==> src/rtl/fetch_unit.sv <==
// Instruction fetch unit: requests one instruction word at a time, holds it
// for the execute stage, then computes the next PC (sequential, branch or
// jump). A fetch that gets no acknowledge for WAIT_LIMIT request cycles
// parks the unit in a sticky FAULT state until reset.
module fetch_unit #(
   parameter logic [31:0] RESET_PC   = 32'h0000_0000,
   parameter int          WAIT_LIMIT = 15
) (
   input  logic        clk,
   input  logic        reset,
   output logic        imem_req,
   output logic [31:0] imem_addr,
   input  logic        imem_ack,
   input  logic [31:0] imem_data,
   output logic [31:0] Instr,
   output logic [5:0]  Op,
   output logic [5:0]  Func,
   output logic        instr_valid,
   input  logic        exec_done,
   input  logic [1:0]  Branch,
   input  logic        jump,
   input  logic        Zero,
   output logic [31:0] PC,
   output logic [31:0] PC_plus4,
   output logic        fault
);

   localparam int CW = (WAIT_LIMIT < 2) ? 1 : $clog2(WAIT_LIMIT + 1);

   typedef enum logic [1:0] {
      IDLE  = 2'd0,
      REQ   = 2'd1,
      ISSUE = 2'd2,
      FAULT = 2'd3
   } state_t;

   state_t         state, state_nxt;
   logic           idle_seen;      // set after the first full IDLE cycle
   logic [CW-1:0]  wait_cnt, wait_cnt_nxt, wait_inc;
   logic [31:0]    pc_nxt, instr_nxt;
   logic [31:0]    next_pc, br_off, jump_target;
   logic           taken;

   // Decoder fields and PC arithmetic (all modulo 2^32)
   assign Op          = Instr[31:26];
   assign Func        = Instr[5:0];
   assign imem_addr   = PC;
   assign PC_plus4    = PC + 32'd4;
   assign br_off      = {{14{Instr[15]}}, Instr[15:0], 2'b00};
   assign jump_target = {PC_plus4[31:28], Instr[25:0], 2'b00};
   assign taken       = ((Branch == 2'b01) &  Zero) |
                        ((Branch == 2'b10) & ~Zero);
   assign next_pc     = jump  ? jump_target :
                        taken ? PC_plus4 + br_off : PC_plus4;
   assign wait_inc    = wait_cnt + CW'(1);

   // State register, PC, instruction and wait counter
   // NOTE: sequential state uses non-blocking assignments so every register
   // samples pre-edge values; the async reset clears all of it at once.
   always_ff @(posedge clk or posedge reset) begin
      if (reset) begin
         state     <= IDLE;
         idle_seen <= 1'b0;
         wait_cnt  <= '0;
         PC        <= RESET_PC;
         Instr     <= '0;
      end else begin
         state     <= state_nxt;
         idle_seen <= 1'b1;
         wait_cnt  <= wait_cnt_nxt;
         PC        <= pc_nxt;
         Instr     <= instr_nxt;
      end
   end

   // Next-state and output decode; imem_ack and exec_done only matter in
   // the states that own them
   // NOTE: every output gets a default before the case so no path can
   // leave a value unassigned and infer a latch.
   always_comb begin
      state_nxt    = state;
      wait_cnt_nxt = wait_cnt;
      pc_nxt       = PC;
      instr_nxt    = Instr;
      imem_req     = 1'b0;
      instr_valid  = 1'b0;
      fault        = 1'b0;
      case (state)
         IDLE: begin
            if (idle_seen) state_nxt = REQ;
         end
         REQ: begin
            imem_req = 1'b1;
            if (imem_ack) begin
               instr_nxt    = imem_data;
               wait_cnt_nxt = '0;
               state_nxt    = ISSUE;
            end else begin
               wait_cnt_nxt = wait_inc;
               if (wait_inc == CW'(WAIT_LIMIT)) state_nxt = FAULT;
            end
         end
         ISSUE: begin
            instr_valid = 1'b1;
            if (exec_done) begin
               pc_nxt    = next_pc;
               state_nxt = REQ;
            end
         end
         FAULT: begin
            fault = 1'b1;
         end
         default: state_nxt = IDLE;
      endcase
   end

endmodule

==> config.mk <==
export PLATFORM = sky130hd
export DESIGN_NAME = fetch_unit
export DESIGN_NICKNAME = d
export VERILOG_FILES = /design/src/rtl/fetch_unit.sv
export SDC_FILE = /design/constraint.sdc
export NUM_CORES = 1
export LEC_CHECK = 0
export ABC_AREA = 1
export CAP_MARGIN = 20
export CORE_MARGIN = 1.5
export CORE_UTILIZATION = 47
export CTS_CLUSTER_DIAMETER = 100
export CTS_CLUSTER_SIZE = 24
export DETAILED_ROUTE_END_ITERATION = 16
export PLACE_DENSITY = 0.78
export SYNTH_ARGS = -nofsm -noshare
export SYNTH_HDL_FRONTEND = slang
export SYNTH_SLANG_ARGS = --single-unit
==> constraint.sdc <==
create_clock -name clk -period 3.82 [get_ports clk]
set_input_delay 0.764 -clock clk [delete_from_list [all_inputs] [get_ports clk]]
set_output_delay 0.764 -clock clk [all_outputs]
set_load 0.005 [all_outputs]
[Word level (Yosys, flattened, before mapping)]
Cells that the tools add are included.
Storage, ports and cells
  output and inout bits: 143
  logic and storage cells: 37
  input port bits: 40
  register bits after elaboration: 71
Operators by class
  equality and inequality tests: 9
  add/sub/neg operators: 3
  reductions and logical operators: 5
  bitwise gates (word level): 4
  multiplexer cells: 11
Operators by type and width (number)
  two-way mux 32 bit: 2
  adder 32 x 3 -> 32 bit, second input constant: 1
  adder 32 bit: 1
  two-way mux 2 bit: 4
  == test 2 bit, second input constant: 3
  one-hot mux 2 bit (3 select lines): 1
  adder 4 x 1 -> 4 bit, second input constant: 1
  == test 2 x 1 -> 1 bit, second input constant: 2
  == test 4 bit, second input constant: 1
  two-way mux 4 bit: 1
  inequality test 2 bit, second input constant: 2
  AND reduction 2 bit: 2
  AND reduction 4 bit: 1
  two-way mux 1 bit: 3
  inequality test 3 bit, second input constant: 1
  nonzero test 3 bit: 1
  AND 1 bit: 2
  zero test 2 bit: 1
  inverter 1 bit: 1
  bitwise OR 1 bit: 1

[Depth between registers and ports, before layout]
Gate-level depths: netlist of run 1.
  word-level depth: 5
  mapped depth: 24
  depth with buffers taken out: 24

[Worst setup path after synthesis of run 1]
No wires, ideal clock.
  path type: register -> register
  from: register PC[3]
  to: register PC[15]
  setup time: 0.116 ns
  path slack: 1.090 ns
  required time: 3.704 ns
  cell stages (with the launch flop): 23
  arrival: 2.613 ns
  buffers on the path: 0
  cell sequence: dfrtp_1 -> ha_1 -> nand2_2 -> nor2_4 -> nand2_4 -> nor2_4 -> nand2_1 -> o21ai_0 -> inv_1 -> ha_1 -> nand2_1 -> inv_1 -> nand2_1 -> nand2_1 -> inv_1 -> nand2_1 -> inv_1 -> nand2_1 -> or2_2 -> nand3_1 -> nand3_1 -> nand2_1 -> nand2_1
On the way
  cells in the longest elaborated chain, start to end: 4
RTL lines
  from (decl): RTL line 23  | output logic [31:0] PC,
  from (signal assigned): RTL line 71  | PC <= pc_nxt;
  adder 32 x 3 -> 32 bit: RTL line 48  | assign PC_plus4 = PC + 32'd4;
  net PC_plus4[14]: RTL line 24  | output logic [31:0] PC_plus4,
  adder 32 bit: RTL line 54  | taken ? PC_plus4 + br_off : PC_plus4;
  two-way mux 32 bit: RTL line 54
  two-way mux 32 bit: RTL line 53  | assign next_pc = jump ? jump_target :
The timed path passes the listed nets, and every way through them passes these cells.
A chain may end at the register's enable or synchronous reset.

[Final worst setup path of run 1]
  from: register PC[12]
  to: register PC[14]
On the way
  cells in the longest elaborated chain, start to end: 4
RTL lines (RTL line)
  adder 32 x 3 -> 32 bit *: 48
  adder 32 bit: 54
  two-way mux 32 bit *: 54
  two-way mux 32 bit *: 53
Every way passes the cells marked *; elsewhere a longest branch is shown, timed or not.

==> impl_metrics.yaml, run 1 <==
detailed_routing:
  drtIter0Drc: 739
  dr_total_vias: 7513
  wl_per_cell_microns: 15.7
  drc: 0
  first_pass_iters: 5
  vias_per_cell: 5.14
  drtAntennaViolNets: 0
  wirelength_microns: 23000
logic_synthesis:
  synth-simple-area-share_pct: 42.3
  seq_area_frac_synth_pct: 24.9
  synthArstFlopShare_pct: 100
  synth_top_cell_by_area: "dfrtp_1"
  synth.avg_cell_area_sq_um: 6.10
  synth_top_family_by_area: "simple AND/OR/NAND/NOR gates"
  netlist.area_leader.share_pct: 24.9
  synth_area_leaders: "dfrtp_1, nand2_1, inv_1"
  synth_flop_cell: "dfrtp_1"
  synth_fa_ha_area_share_pct: 7.14
  yosys_warnings: 0
  ys_seq_elements: 69
  synthXorXnorAreaFrac_pct: 2.76
  synthMuxAreaShare_pct: 0
  synth_compound_area_share_pct: 7.80
  postSynthCellCount: 1139
  synth.distinct_cells: 44
  synth_area_sq_um: 6940
  synth_edf_count: 0
timing:
  skew_ps: 5.29
  relSlewSlack_pct: 36.5
  max_slew.worst_pin.slew_ps: 951
  slew_viol_final: 0
  setup_tns_ps: 0
  setup_ws_ps: 255
  fin_crit_sh_pct: 93.3
  whs_ps: 503
  final_hold_viol_count: 0
  setup_viol: 0
  fin_crit_ps: 3560
  fmax_mhz: 281
  rsz0062_at_grt: "no"
placement:
  gp_congestion: 0.943
  portBuffers: 176
  post-dp-hpwl_microns: 18100
  place_ws_ps: 406
  dpl.cell_count: 1444
  dpl_cell_area_sq_um: 8570
worst_setup_path:
  crit_type: "register to register"
  timing.rr.end: "PC[14]$_DFFE_PP0P_"
  required_ps: 4050
  cp_slowest_stage_delay_ps: 550
  worstSetupStartpointType: "register"
  cp_max_fo: 8
  path_cells: "nand2_2, nor2_2, nand3_1, xnor2_1, ha_1, nand2_1, inv_1, a21oi_1, nand3_1, or2_2, nand3_1, o211ai_1, nand2_1, nand2_1"
  r2r_cells: 14
  reg2reg_from: "PC[12]$_DFFE_PP0P_"
  rrSetupSlack_ps: 260
  cp.arrival_ps: 3800
  crit_path_top_delay_cell: "dfrtp_1"
  cp-end-kind: "register"
global_route:
  antenna_found_initial: 0
  grt_pass1_vias: 6775
  grt.overflow.total: 0
  grt_max_degree: 49
  grt_use_total_pct: 29.2
  grt_pass1_wl_microns: 36000
finish:
  nNetsFinal: 1351
  final_util_pct: 61.4
  fin_cells: 1461
  drive_gt1_share_pct: 6.11
  syn_to_final_growth_pct: 28.1
  design_area_sq_um: 8900
  antenna-diode-count: 0
power:
  total_power_mw: 7.92
  power_density_nw_per_um2: 890
  power.leakage_nw: 4.72
  worst_ir_drop_vdd_mv: 0.579
floorplan:
  dieArea_sq_um: 15500
  die_x_microns: 125
  core_sq_um: 14500
  chipHeight_microns: 125
  ios: 183
  initial_core_util_pct: 48.0
  rows: 44
min_path:
  whs_path_depth: 2
  hold_path.class: "register to register"
  min_to: "Instr[29]$_DFFE_PP0P_"
  min_from: "Instr[29]$_DFFE_PP0P_"
clocking:
  cts_buffers: 9
  clockRootBuffer: "clkbuf_16"
  clockBufferDepth: 2
  htree_num_levels: 3
  holdBufCountCts: 0
  cts_num_sinks: 69
  postCtsSetupBuffers: 0
  clk_pin_slew_ps: 60
  clkLatencyLatePin_ps: 340
  cts_tree: "yes"
  cts-resized-gates: 0
flow_run:
  cap_violations: 0
run_status:
  status: "complete, no violations"
critical path: cells and delay by family, from the launching register on:
family	cells	cell delay [ps]
buf+inv	1	90
fa+ha+maj	1	340
compound gates	2	370
xor+xnor	1	530
simple gates	9	1570
flops	1	550
cells in the mapped netlist, types with 11 or more instances:
library cell,instances
buf_4,49
nor2_1,93
ha_1,38
clkbuf_1,15
nand2_2,11
nand2_1,444
a21oi_1,37
nand4_1,13
inv_1,152
nand3_1,73
o21ai_0,39
xor2_1,15
dfrtp_1,69
worst max path at each step:
stage	startpoint	end	cells past startpoint
2_1_floorplan	PC[3]$_DFFE_PP0P_	PC[15]$_DFFE_PP0P_	22
3_3_place_gp	PC[10]$_DFFE_PP0P_	PC[14]$_DFFE_PP0P_	14
3_5_place_dp	PC[10]$_DFFE_PP0P_	PC[14]$_DFFE_PP0P_	14
4_1_cts	PC[10]$_DFFE_PP0P_	PC[14]$_DFFE_PP0P_	14
5_1_grt	PC[10]$_DFFE_PP0P_	PC[14]$_DFFE_PP0P_	14
6_report	PC[12]$_DFFE_PP0P_	PC[14]$_DFFE_PP0P_	14
logic make-up after synthesis:
group	count (synthesis)
other cells	2
simple gates	682
compound gates	99
xor+xnor	21
flops	69
fa+ha+maj	39
buf+inv	227
final cells by class:
cell class,count,area (sq um)
clock inverters,5,58.8
flip-flops and latches,69,1730
fillers,1406,5580
well taps,184,230
clock buffers,11,243
inverters,157,591
multi-input cells,848,4190
repair buffers,187,1860
metal layers:
layer  global-route usage, %  vias to the layer above  wire length [microns]
met5                       0                        -                      0
met4                    9.67                        0                    697
met3                    4.94                       48                   1960
met2                    45.9                      342                  10200
met1                    40.8                     3386                  10200
li1                        -                     3737                      -
sequential cells by signal, summed over array words and instances (netlist names):
| name | cells |
|---|---|
| Instr | 32 |
| PC | 30 |
| idle_seen | 1 |
| state | 2 |
| wait_cnt | 4 |
where the power goes:
group          internal [mW]  leakage, nW  switching, mW
Combinational           2.44         3.72           2.98
Sequential              1.06        0.855          0.589
Clock                  0.525        0.142          0.330
Total                   4.03         4.72           3.89
layout by cell type, fill, tap and decap left out, types with 13 or more instances in the layout:
cell type        synthesis  routed
o21ai_0                 39      39
xor2_1                  15      15
ha_1                    38      38
inv_1                  152     151
nor2_1                  93      93
nand3_1                 73      73
nand2_1                444     444
nand4_1                 13      13
clkdlybuf4s50_1          0     176
dfrtp_1                 69      69
a21oi_1                 37      37
(Power assumes the default switching activity.)
==> inputs of run 2 (changes only) <==
==> constraint.sdc (replaced) <==
create_clock -name clk -period 3.82 [get_ports clk]
set_input_delay 0.764 -clock clk [delete_from_list [all_inputs] [get_ports clk]]
set_output_delay 0.764 -clock clk [all_outputs]
set_load 0.02 [all_outputs]
==> impl_metrics.yaml, run 2 (synthesis gave the netlist of run 1 again) <==
run_status:
  status: "complete, no violations"
worst_setup_path:
  reg2reg_from: "PC[10]$_DFFE_PP0P_"
  cp-end-kind: "register"
  cp_max_fo: 7
  crit_type: "register to register"
  rrSetupSlack_ps: 300
  worstSetupStartpointType: "register"
  cp.arrival_ps: 3740
  required_ps: 4040
  r2r_cells: 14
  timing.rr.end: "PC[14]$_DFFE_PP0P_"
clocking:
  clockRootBuffer: "clkbuf_16"
  clkLatencyLatePin_ps: 330
  cts_buffers: 9
  clockBufferDepth: 2
  clk_pin_slew_ps: 60
  postCtsSetupBuffers: 0
  cts-resized-gates: 0
  cts_num_sinks: 69
  cts_tree: "yes"
  htree_num_levels: 3
  holdBufCountCts: 0
finish:
  multi_input_area_sq_um: 4190
  largest_reg_flops: 32
  nNetsFinal: 1349
  seq_area_sq_um: 1730
  drive_gt1_share_pct: 5.89
  mostFrequentLayoutCells: "nand2_1, clkdlybuf4s50_1, inv_1"
  final_util_pct: 61.2
  syn_to_final_growth_pct: 27.6
  fin_cells: 1458
  largestRegisters: "Instr: 32 flops, PC: 30 flops, wait_cnt: 4 flops"
  final_common_cell: "nand2_1"
  antenna-diode-count: 0
  regMostFlops: "Instr"
  n_fill_cell: 1464
power:
  power.leakage_nw: 4.71
  worst_ir_drop_vdd_mv: 0.715
  internal-power_mw: 4.03
  seqPwrFrac_pct: 18.9
  total_switching_power_mw: 4.74
  power_density_nw_per_um2: 990
  power.clock.fraction_pct: 9.5
  swShare_pct: 54.1
  power_frac_comb_pct: 71.6
timing:
  fmax_mhz: 284
  rsz0062_at_grt: "no"
  skew_ps: 7.05
  fin_crit_sh_pct: 92.2
  fin_crit_ps: 3520
  max_slew.worst_pin.slew_ps: 943
  setup_viol: 0
  final_hold_viol_count: 0
  relSlewSlack_pct: 37.1
  setup_tns_ps: 0
  slew_viol_final: 0
  setup_ws_ps: 298
floorplan:
  chipHeight_microns: 125
  initial_core_util_pct: 48.0
  die_x_microns: 125
  rows: 44
  core_sq_um: 14500
  dieArea_sq_um: 15500
  ios: 183
detailed_routing:
  first_pass_iters: 6
  wl_per_cell_microns: 15.9
  dr_total_vias: 7519
  wirelength_microns: 23100
  drtIter0Drc: 649
  drtAntennaViolNets: 0
  vias_per_cell: 5.16
  drc: 0
global_route:
  grt_max_degree: 49
  met2_usage_pct: 47.6
  grt_use_total_pct: 29.7
  use_met3_pct: 4.04
  grt.overflow.total: 0
  grt_pass1_vias: 6944
  grt_pass1_wl_microns: 36900
  top_usage_layer: "met2"
  use_met1_pct: 41.5
  antenna_found_initial: 0
placement:
  post-dp-hpwl_microns: 18500
  gp_congestion: 1.01
  portBuffers: 176
  dpl.cell_count: 1443
  place_ws_ps: 419
min_path:
  min_from: "Instr[25]$_DFFE_PP0P_"
  whs_path_depth: 2
  min_to: "Instr[25]$_DFFE_PP0P_"
  hold_path.class: "register to register"
flow_run:
  cap_violations: 0
run 2: cell count changes in the layout (fill, tap and decap cells not counted), sizes merged:
cell / previous run / this run
clkinv: 3 / 5
buf: 11 / 9
clkinvlp: 2 / 0
inv: 156 / 155
run 2: critical path, stage by stage (launching register included):
cell      delay [ps]
dfrtp_1          460
nand2_1          140
nor2_2           230
nand3_1          240
xnor2_1          540
ha_1             340
nand2_1          140
inv_1            100
a21oi_1          310
nand3_1          250
or2_2            340
nand3_1           70
o211ai_1         110
nand2_1           80
nand2_1           50
run 2: worst max-delay path by stage:
stage,start,end,slack (ps),cells past startpoint
floorplan,PC[3]$_DFFE_PP0P_,PC[14]$_DFFE_PP0P_,720,16
global placement,PC[4]$_DFFE_PP0P_,PC[14]$_DFFE_PP0P_,420,14
detailed placement,PC[10]$_DFFE_PP0P_,PC[14]$_DFFE_PP0P_,420,14
CTS,PC[4]$_DFFE_PP0P_,PC_plus4[21],380,7
global route,PC[10]$_DFFE_PP0P_,PC[14]$_DFFE_PP0P_,110,14
finish,PC[10]$_DFFE_PP0P_,PC[14]$_DFFE_PP0P_,300,14
run 2: power groups by stage:
| stage | Combinational (mW) | Sequential [mW] | Clock, mW |
|---|---|---|---|
| 2_1_floorplan | 3.78 | 1.82 | 0 |
| 3_3_place_gp | 6.14 | 1.64 | 0 |
| 3_5_place_dp | 6.19 | 1.65 | 0 |
| 4_1_cts | 6.23 | 1.64 | 0.836 |
| 5_1_grt | 6.86 | 1.71 | 0.877 |
| 6_report | 6.28 | 1.66 | 0.835 |
run 2: per-stage QoR:
| stage | power [mW] | instance area [sq um] | hold WS, ps |
|---|---|---|---|
| 2_1_floorplan | 5.60 | 6960 | 472 |
| 3_5_place_dp | 7.84 | 8570 | 487 |
| 3_3_place_gp | 7.78 | 8570 | 482 |
| 5_1_grt | 9.45 | 8860 | 531 |
| 4_1_cts | 8.71 | 8860 | 504 |
| 6_report | 8.77 | 8860 | 498 |
run 2: layout make-up:
cell class / instances / share of cell area [%]
well taps: 184 / 2.60
clock inverters: 4 / 0.551
repair buffers: 185 / 20.6
inverters: 157 / 6.67
clock buffers: 11 / 2.74
multi-input cells: 848 / 47.3
flip-flops and latches: 69 / 19.5
run 2: per-layer routing:
metal	up-vias	part of all wire [%]
met3	50	6.9
met2	311	45
met4	0	3.0
met5	-	0
met1	3415	45
li1	3743	-
==> inputs of run 3 (changes only) <==
==> constraint.sdc (replaced) <==
create_clock -name clk -period 3.45 [get_ports clk]
set_input_delay 0.69 -clock clk [delete_from_list [all_inputs] [get_ports clk]]
set_output_delay 0.69 -clock clk [all_outputs]
set_load 0.02 [all_outputs]
==> impl_metrics.yaml, run 3 (synthesis gave the netlist of run 1 again) <==
run_status:
  status: "complete, no violations"
worst_setup_path:
  crit_family: "buffers and inverters"
  cp-end-kind: "primary output"
  crit_type: "register to primary output"
  cp_slowest_stage_delay_ps: 610
  cp.arrival_ps: 2690
  reg2reg_from: "PC[2]$_DFFE_PP0P_"
  required_ps: 2760
  cp_max_fo: 5
  startpoint: "PC[2]$_DFFE_PP0P_"
  crit_path_top_delay_cell: "clkdlybuf4s50_1"
  crit_buf_inv: 3
  path_cells: "ha_1, nand2_2, nor2_4, nand2_4, nor2_4, nand2_4, inv_2, nand2_1, xor2_2, buf_4, clkdlybuf4s50_1"
  worstSetupStartpointType: "register"
power:
  total_power_mw: 9.79
  swShare_pct: 54.0
  power_density_nw_per_um2: 1090
  power.clock.fraction_pct: 9.6
  worst_ir_drop_vdd_mv: 0.641
  seqPwrFrac_pct: 18.8
  internal-power_mw: 4.50
  power.leakage_nw: 4.75
  total_switching_power_mw: 5.29
  power_frac_comb_pct: 71.6
finish:
  antenna-diode-count: 0
  largest_reg_flops: 32
  design_area_sq_um: 8990
  mostFrequentLayoutCells: "nand2_1, clkdlybuf4s50_1, inv_1"
  regMostFlops: "Instr"
  final_common_cell: "nand2_1"
  drive_gt1_share_pct: 7.73
  largestRegisters: "Instr: 32 flops, PC: 30 flops, wait_cnt: 4 flops"
  n_fill_cell: 1380
  syn_to_final_growth_pct: 29.5
  final_util_pct: 62.1
  nNetsFinal: 1355
flow_run:
  cap_violations: 0
min_path:
  hold_path.class: "register to register"
  min_from: "Instr[30]$_DFFE_PP0P_"
detailed_routing:
  wirelength_microns: 23400
  met2_length_microns: 10500
  first_pass_iters: 5
  drtAntennaViolNets: 0
  dr_total_vias: 7600
  vias_per_cell: 5.19
  topRoutingLayerUsed: "met4"
  routedLengthMet1_microns: 10300
  drc: 0
  drtIter0Drc: 832
  wl_per_cell_microns: 16.0
  dr_wl_met3_microns: 1890
clocking:
  clk_pin_slew_ps: 60
  htree_num_levels: 3
  holdBufCountCts: 0
  cts_buffers: 9
  cts_tree: "yes"
  clockRootBuffer: "clkbuf_16"
  cts_num_sinks: 69
  clockBufferDepth: 2
  clkLatencyLatePin_ps: 340
floorplan:
  rows: 44
  chipHeight_microns: 125
  initial_core_util_pct: 48.0
  ios: 183
  die_x_microns: 125
  core_sq_um: 14500
  dieArea_sq_um: 15500
placement:
  portBuffers: 176
  post-dp-hpwl_microns: 18700
  gp_congestion: 0.982
  dpl_cell_area_sq_um: 8600
timing:
  setup_tns_ps: 0
  fin_crit_ps: 3380
  fmax_mhz: 296
  relSlewSlack_pct: 37.6
  max_slew.worst_pin.slew_ps: 936
  skew_ps: 6.48
  fin_crit_sh_pct: 97.9
  final_hold_viol_count: 0
  setup_viol: 0
  whs_ps: 507
  rsz0062_at_grt: "yes"
  slew_viol_final: 0
global_route:
  grt_max_degree: 41
  grt_pass1_vias: 6974
  grt.overflow.total: 0
  grt_use_total_pct: 29.6
  grt_pass1_wl_microns: 36600
  antenna_found_initial: 0
==> run 3: path summary, 6_finish.rpt <==
kind | end | slack (ps) | cells past startpoint
max in group asynchronous | PC[3]$_DFFE_PP0P_ | 2050 | 3
hold / removal | Instr[30]$_DFFE_PP0P_ | 510 | 2
setup / recovery | PC_plus4[20] | 70 | 11
hold reg to reg | Instr[30]$_DFFE_PP0P_ | 510 | 2
setup reg to reg | PC[14]$_DFFE_PP0P_ | 190 | 16
min in group asynchronous | PC[26]$_DFFE_PP0P_ | 660 | 2
==> run 3: power groups by stage <==
stage | combinational [mW] | clock, mW | sequential (mW)
floorplan | 4.19 | 0 | 2.02
global placement | 6.80 | 0 | 1.80
detailed placement | 6.84 | 0 | 1.81
CTS | 6.89 | 0.952 | 1.81
global route | 7.65 | 0.983 | 1.89
finish | 7.01 | 0.942 | 1.84
==> run 3: timing repair <==
action / 4_1_cts / 5_1_grt
gates resized for setup: 2 / 17
setup buffers: 0 / 2
setup endpoints to repair: 2 / 14
pin swaps: 0 / 1
==> run 3: final cells by class <==
class	instances	area, sq um	area share [%]
Inverter	157	591	6.57
Clock buffer	9	225	2.51
Sequential cell	69	1730	19.3
Clock inverter	7	75.1	0.835
Tap cell	184	230	2.56
Multi-Input combinational cell	848	4260	47.4
Timing Repair Buffer	191	1870	20.9
==> run 3: metal layers <==
layer | track usage [%] | vias up
li1 | - | 3747
met3 | 5.80 | 60
met1 | 39.9 | 3437
met5 | 0 | -
met2 | 47.5 | 356
met4 | 9.80 | 0
==> run 3: tightest hold or removal path: cells and delay by family (launching register included) <==
family	cells	cell delay (ps)
flops	1	370
simple gates	2	110
==> run 3: stage by stage <==
| stage | cells | setup WS (ps) |
|---|---|---|
| after floorplan | 1144 | 354 |
| after global placement | 1447 | 37.8 |
| after detailed placement | 1447 | 2.32 |
| after CTS | 1463 | 40.1 |
| after global routing | 1465 | -29.2 |
| final | 1465 | 73.7 |
